File: src/rtl/fpm_operand_driver.sv
// -----------------------------------------------------------------------------
// fpm_operand_driver
//
// Purpose:
//   This is the initiator side of the floating-point multiplier's serial
//   operand interface. It accepts an operand pair {A,B} from an upstream
//   valid/ready stream. It sends A and then B over the multiplier's shared
//   32-bit number bus, using a separate valid/ready handshake for each
//   operand. When the multiplier raises result_valid, the block captures the
//   product and forwards it downstream on a valid/ready stream. If no product
//   arrives within TIMEOUT_CYCLES, the operation is abandoned and a sticky
//   error flag is set.
//
// Optional feature (macro FPM_DRV_CLASSIFY_EN):
//   Adds res_class[2:0]. This field is registered alongside res_data and
//   classifies the captured product:
//   0=zero, 1=subnormal, 2=normal, 3=infinity, 4=NaN.
//
// Ports:
//   clk, rst          clock; asynchronous active-high reset
//   op_a, op_b        IEEE-754 single operands (upstream)
//   op_valid/op_ready upstream handshake
//   fpm_number_in     shared operand bus to the multiplier
//   fpm_a_valid/ready operand A handshake
//   fpm_b_valid/ready operand B handshake
//   fpm_number_out    product from the multiplier
//   fpm_result_valid  product valid (level, held until the next A transfer)
//   res_data          product to downstream
//   res_valid/ready   downstream handshake
//   timeout_err       sticky timeout flag, cleared only by rst
//   res_class         product class (only with FPM_DRV_CLASSIFY_EN)
// -----------------------------------------------------------------------------
module fpm_operand_driver #(
  parameter int unsigned TIMEOUT_CYCLES = 64,
  parameter int unsigned TO_W           = 8
) (
  input  logic        clk,
  input  logic        rst,
  input  logic [31:0] op_a,
  input  logic [31:0] op_b,
  input  logic        op_valid,
  output logic        op_ready,
  output logic [31:0] fpm_number_in,
  output logic        fpm_a_valid,
  input  logic        fpm_a_ready,
  output logic        fpm_b_valid,
  input  logic        fpm_b_ready,
  input  logic [31:0] fpm_number_out,
  input  logic        fpm_result_valid,
  output logic [31:0] res_data,
  output logic        res_valid,
  input  logic        res_ready,
  output logic        timeout_err
`ifdef FPM_DRV_CLASSIFY_EN
  ,
  output logic [2:0]  res_class
`endif
);

  typedef enum logic [1:0] {
    S_IDLE,
    S_SEND_A,
    S_SEND_B,
    S_WAIT_RES
  } state_e;

  localparam logic [TO_W-1:0] TO_LAST = TO_W'(TIMEOUT_CYCLES - 1);

  state_e          state_q,     state_d;
  logic [TO_W-1:0] cnt_q,       cnt_d;
  logic [31:0]     num_q,       num_d;       // value driven on the shared bus
  logic [31:0]     b_q,         b_d;         // B waits here while A is sent
  logic [31:0]     res_data_q,  res_data_d;
  logic            res_valid_q, res_valid_d;
  logic            op_ready_q,  op_ready_d;
  logic            to_err_q,    to_err_d;

`ifdef FPM_DRV_CLASSIFY_EN
  localparam logic [2:0] CLS_ZERO = 3'd0;
  localparam logic [2:0] CLS_SUB  = 3'd1;
  localparam logic [2:0] CLS_NORM = 3'd2;
  localparam logic [2:0] CLS_INF  = 3'd3;
  localparam logic [2:0] CLS_NAN  = 3'd4;

  logic [2:0] res_class_q, res_class_d;

  function automatic logic [2:0] classify(input logic [31:0] f);
    logic [7:0]  e;
    logic [22:0] m;
    e = f[30:23];
    m = f[22:0];
    if (e == 8'h00)      return (m == '0) ? CLS_ZERO : CLS_SUB;
    else if (e == 8'hFF) return (m == '0) ? CLS_INF  : CLS_NAN;
    else                 return CLS_NORM;
  endfunction
`endif

  // Operand valids depend combinationally on ready. The multiplier samples
  // valid and drops ready on the same edge, so each valid is high for
  // exactly one cycle.
  assign fpm_a_valid   = (state_q == S_SEND_A) && fpm_a_ready;
  assign fpm_b_valid   = (state_q == S_SEND_B) && fpm_b_ready;
  assign fpm_number_in = num_q;
  assign op_ready      = op_ready_q;
  assign res_data      = res_data_q;
  assign res_valid     = res_valid_q;
  assign timeout_err   = to_err_q;

  always_comb begin
    // NOTE: every signal gets a default before the case; a path that left
    // one unassigned would infer a latch.
    state_d     = state_q;
    cnt_d       = cnt_q;
    num_d       = num_q;
    b_d         = b_q;
    res_data_d  = res_data_q;
    res_valid_d = res_valid_q;
    to_err_d    = to_err_q;
`ifdef FPM_DRV_CLASSIFY_EN
    res_class_d = res_class_q;
`endif

    // A drain empties the output register. A capture later in this block
    // overrides the drain, which covers the simultaneous drain-and-replace
    // case.
    if (res_valid_q && res_ready) res_valid_d = 1'b0;

    unique case (state_q)
      S_IDLE: begin
        // op_ready_q is low for the first cycle after reset, so accepting on
        // the registered ready keeps that cycle closed.
        if (op_valid && op_ready_q) begin
          num_d   = op_a;
          b_d     = op_b;
          state_d = S_SEND_A;
        end
      end
      S_SEND_A: begin
        if (fpm_a_ready) begin
          num_d   = b_q;
          state_d = S_SEND_B;
        end
      end
      S_SEND_B: begin
        if (fpm_b_ready) begin
          cnt_d   = '0;
          state_d = S_WAIT_RES;
        end
      end
      S_WAIT_RES: begin
        // result_valid is only looked at here. A stale level left over from
        // the previous product has already dropped by the time A is taken.
        if (fpm_result_valid) begin
          // If the output register is full and not draining, stall with the
          // counter frozen.
          if (!res_valid_q || res_ready) begin
            res_data_d  = fpm_number_out;
            res_valid_d = 1'b1;
`ifdef FPM_DRV_CLASSIFY_EN
            res_class_d = classify(fpm_number_out);
`endif
            state_d     = S_IDLE;
          end
        end else if (cnt_q == TO_LAST) begin
          to_err_d = 1'b1;
          state_d  = S_IDLE;
        end else begin
          cnt_d = cnt_q + 1'b1;
        end
      end
      default: state_d = S_IDLE;
    endcase

    op_ready_d = (state_d == S_IDLE);
  end

  // NOTE: sequential state uses non-blocking assignments only. Every register
  // here is a small control or data register, so all of them are reset.
  always_ff @(posedge clk or posedge rst) begin
    if (rst) begin
      state_q     <= S_IDLE;
      cnt_q       <= '0;
      num_q       <= '0;
      b_q         <= '0;
      res_data_q  <= '0;
      res_valid_q <= 1'b0;
      op_ready_q  <= 1'b0;
      to_err_q    <= 1'b0;
`ifdef FPM_DRV_CLASSIFY_EN
      res_class_q <= '0;
`endif
    end else begin
      state_q     <= state_d;
      cnt_q       <= cnt_d;
      num_q       <= num_d;
      b_q         <= b_d;
      res_data_q  <= res_data_d;
      res_valid_q <= res_valid_d;
      op_ready_q  <= op_ready_d;
      to_err_q    <= to_err_d;
`ifdef FPM_DRV_CLASSIFY_EN
      res_class_q <= res_class_d;
`endif
    end
  end

`ifdef FPM_DRV_CLASSIFY_EN
  assign res_class = res_class_q;
`endif

endmodule

File: config.mk
export PLATFORM = sky130hd
export DESIGN_NAME = fpm_operand_driver
export DESIGN_NICKNAME = d
export VERILOG_FILES = /design/src/rtl/fpm_operand_driver.sv
export SDC_FILE = /design/constraint.sdc
export NUM_CORES = 1
export LEC_CHECK = 0
export ABC_AREA = 0
export CORE_MARGIN = 1
export CORE_UTILIZATION = 40
export DETAILED_ROUTE_END_ITERATION = 7
export PLACE_DENSITY = 0.86
export SLEW_MARGIN = 10
export SYNTH_ARGS = -nofsm -noshare
export SYNTH_HDL_FRONTEND = slang
export SYNTH_SLANG_ARGS = --single-unit
File: constraint.sdc
create_clock -name clk -period 4.2 [get_ports clk]
set_input_delay 1.26 -clock clk [delete_from_list [all_inputs] [get_ports clk]]
set_output_delay 1.26 -clock clk [all_outputs]
set_load 0.01 [all_outputs]
After elaboration in Yosys (flattened, before gate mapping)
Index checks and enable logic that the tools add are counted.
- register bits after elaboration: 109
- latch bits: 0
- bits in writable memories: 0
- bits in read-only memories: 0
- input bits: 103
- memories kept: 0
- $add $sub $neg: 1
- multipliers: 0
- div/mod/pow operators: 0
- magnitude comparators: 0
- equality and inequality tests: 9
- shift-type cells: 0
- multiplexer cells: 18
- bitwise operators: 1
- reductions and logical operators: 15
- operator list (kind ; number):
    32-bit two-way mux ; 2
    32-bit one-hot mux with 2 select lines ; 1
    8-bit two-way mux ; 3
    8-bit one-hot mux with 2 select lines ; 1
    2-bit two-way mux ; 6
    2-bit != test (second input constant) ; 5
    3-bit AND reduction ; 3
    8-bit by 1-bit adder with 8-bit output (second input constant) ; 1
    8-bit by 6-bit == test with 1-bit output (second input constant) ; 1
    2-bit one-hot mux with 4 select lines ; 1
    2-bit == test (second input constant) ; 2
    1-bit logical AND ; 4
    2-bit zero test ; 2
    1-bit two-way mux ; 4
    4-bit AND reduction ; 1
    2-bit nonzero test ; 2
    2-bit by 1-bit == test with 1-bit output (second input constant) ; 1
    2-bit AND reduction ; 1
    1-bit zero test ; 1
    1-bit logical OR ; 1
    1-bit inverter ; 1

Longest topological paths before layout
- depth in word-level cells: 6
- depth in mapped cells: 6

Worst setup path before layout
OpenSTA, ideal clock, no wires.
- kind: input-to-output
- start: input fpm_b_ready
- end: output fpm_b_valid
- data arrival time: 1.488 ns
- setup slack: 1.452 ns
- stages: 2
- path buffers: 0
- cells stage by stage: nand2_1 inv_1
- cells in the longest elaborated chain, start to end: 1
- RTL lines (item ; line ; RTL):
    start: declaration ; 47 ; input logic fpm_b_ready,
    1-bit logical AND ; 102 ; assign fpm_b_valid = (state_q == S_SEND_B) && fpm_b_ready;
    end: declaration ; 46 ; output logic fpm_b_valid,
Every way passes these cells.

Worst setup path after layout
Same ends and word-level chain as after synthesis.

==> metrics.md <==
| Metric | Value |
|---|---|
| Worst-Skew Late Latency | 0.34 ns |
| Top_reg_cell synth | dfrtp_1 |
| Row Count | 38 |
| Largest family of logic cells by synthesized area | multiplexers |
| Critical path type | in2out |
| Vias | 3520 |
| Post-synth EDFFs | 0 |
| Critical path capture point | fpm_b_valid |
| Most frequent cells in the layout | 171 x clkdlybuf4s50_1, 109 x dfrtp_1, 71 x nand2_1 |
| Clk buf depth | 2 |
| Share of cells above drive strength 1 | 16.8% |
| Clock transition at path regs | 0.06 ns |
| #FFs+latches synth | 109 |
| Post-DP HPWL | 7820 um |
| Post-CTS sizing | 0 |
| Mapped Cells | 388 |
| Pre-CTS setup slack | 0.322 ns |
| Final Cycle Share | 92.5% |
| Sink Count | 109 |
| Gr ovfl total | 0 |
| Clock Skew | 0.00867 ns |
| Chip width | 109 um |
| Ys async rst share | 100% |
| Reg2Reg Depth | 4 |
| Fmax | 257 MHz |
| Critical Path RT | 2.94 ns |
| Final nets | 657 |
| RSZ-0062 raised after global routing | no |
| Synth Area in Adders | 0.274% |
| Number of vias per cell | 5.04 |
| Max VDD drop | 0.336 mV |
| Antenna violations before repair | 0 |
| R2R setup slack | 2.10 ns |
| Worst reg2reg endpoint | state_q[0] |
| Root Driver | clkbuf_16 |
| Post-synthesis simple-gate area fraction | 13.5% |
| Setup violations, final | 0 |
| Part of the power in registers | 39.4% |
| Number of global-route vias before repair | 3441 |
| Postcts setup bufs | 0 |
| Starting Density | 41.6% |
| Full die area | 0.0118 mm2 |
| Crit. End Element | output port |
| Clk pwr share | 18.4% |
| Gpl congestion | 0.808 |
| Hold buffers post-CTS | 0 |
| Port bufs | 171 |
| Final slew viol count | 0 |
| TNS Setup | 0 ns |
| All-layer global routing usage | 18.4% |
| Post-layout min period | 3.89 ns |
| Ys Warns | 0 |
| P per Cell Area | 694 mW/mm2 |
| Core Region | 0.0110 mm2 |
| Die Y | 109 um |
| Total of max-cap violations | 0 |
| Final Util | 61.0% |
| Syn Nets | 492 |
| Xor/xnor cell area share of the yosys netlist | 0% |
| Sw Pwr | 0.00148 W |
| Max FO, Critical Path | 6 |
| Combinational Power Share | 42.2% |
| Drt pass-1 iters | 4 |
| Hold WC Path Type | reg2reg |
| Worst setup margin | 0.314 ns |
| Worst Setup SP | fpm_b_ready |
| Drt drc | 0 |
| Mean Syn Cell Area | 11.8 um2 |
| Internal | 0.00317 W |
| First-pass GRT wire length | 16700 um |
| Slew headroom | 55.1% |
| Commonest non-fill, non-tap cell in the layout | clkdlybuf4s50_1 |
| Mux share of post-synthesis cell area | 16.0% |
| DRT iter0 DRCs | 143 |
| Leakage | 2.79 nW |
| Worst-Margin Slew | 0.674 ns |
| Cell variety after synth | 40 |
| Clock H-tree levels | 3 |
| Final wirelength | 10700 um |
| Hold Vio Cnt, Final | 0 |
| Antenna diode count | 0 |
| Worst Path Arrival | 2.63 ns |
| Area Overhead vs Synth | 46.7% |
| Switching Share | 31.8% |
| Synth Area in Compound Gates | 7.26% |
| Wirelength per Cell | 15.3 um |
| Largest net degree at the start of global routing | 61 |
| Worst setup SP type | primary input |
| Synth Cell Area | 0.00456 mm2 |
| CTS tree | yes |
| Worst R2R Start | state_q[1] |
| Outcome | finished clean |
| Ports | 172 |
| Sequential share of the synthesized area | 59.8% |
| Num CTS Buffers | 9 |
| Routed Antenna Nets | 0 |
[metrics by stage]
stage                     total power, W  cell area [um2]  hold slack (ns)  instances
after floorplan                  0.00287             4560            0.480        388
after global placement           0.00375             6390            0.465        682
after detailed placement         0.00385             6390            0.476        682
after CTS                        0.00472             6700            0.490        698
after global routing             0.00496             6700            0.497        698
final                            0.00465             6700            0.485        698
[worst min-delay path by stage]
| stage | startpoint | endpoint | cells past startpoint |
|---|---|---|---|
| after floorplan | b_q[0] | b_q[0] | 1 |
| after global placement | timeout_err | timeout_err | 1 |
| after detailed placement | timeout_err | timeout_err | 1 |
| after CTS | timeout_err | timeout_err | 1 |
| after global routing | timeout_err | timeout_err | 1 |
| final | timeout_err | timeout_err | 1 |
[worst max-delay path, cell delays in order]
cell	delay, ns
clkdlybuf4s50_1	0.48
nand2_1	0.11
inv_1	0.19
clkdlybuf4s50_1	0.58
[cell usage after synthesis (all sizes together) (2+ instances only)]
cell type	n	area, um2
dfrtp	109	2730
nand2	71	267
mux2	64	721
nor2	35	134
a31oi	32	200
clkbuf	12	45.0
buf	11	82.6
o21ai	7	38.8
a21oi	5	36.3
inv	5	18.8
nand2b	4	25.0
nor4	4	40.0
and2b	3	23.8
nand3	3	15.0
o31ai	3	22.5
or3	3	18.8
nor2b	2	12.5
or4	2	15.0
[power by group through the flow]
stage | sequential, W | clock, W | combinational, W
finish | 0.00183 | 0.000857 | 0.00196
global route | 0.00190 | 0.000924 | 0.00214
floorplan | 0.00194 | 0 | 0.000933
global placement | 0.00182 | 0 | 0.00193
CTS | 0.00184 | 0.000881 | 0.00200
detailed placement | 0.00186 | 0 | 0.00199
[layout make-up]
type                    count  area (um2)
clock buffers              13         260
clock inverters             3        43.8
fillers                   907        4290
inverters                   5        21.3
multi-input cells         251        1700
flip-flops and latches    109        2730
well taps                 140         175
repair buffers            177        1770
[state kept, by name, summed over array words and instances (netlist names)]
signal / cells
b_q: 32
cnt_q: 8
fpm_number_in: 32
op_ready: 1
res_data: 32
res_valid: 1
state_q: 2
timeout_err: 1
[cell families after synthesis]
| group | after synthesis |
|---|---|
| AND/OR/NAND/NOR | 134 |
| flip-flops | 109 |
| multiplexers | 65 |
| AO/OA/AOI/OAI | 51 |
| buffers and inverters | 28 |
| adder cells (fa/ha/maj) | 1 |
[routing by layer]
layer  global-route usage, %  vias to the layer above  part of all wire, %
met5                       0                        -                    0
met4                    4.73                        0                 0.85
met3                    5.50                       10                  8.6
met2                    31.6                      141                   50
met1                    22.4                     1698                   41
li1                        -                     1671                    -
Note: power is estimated with default switching activity, not from simulation.
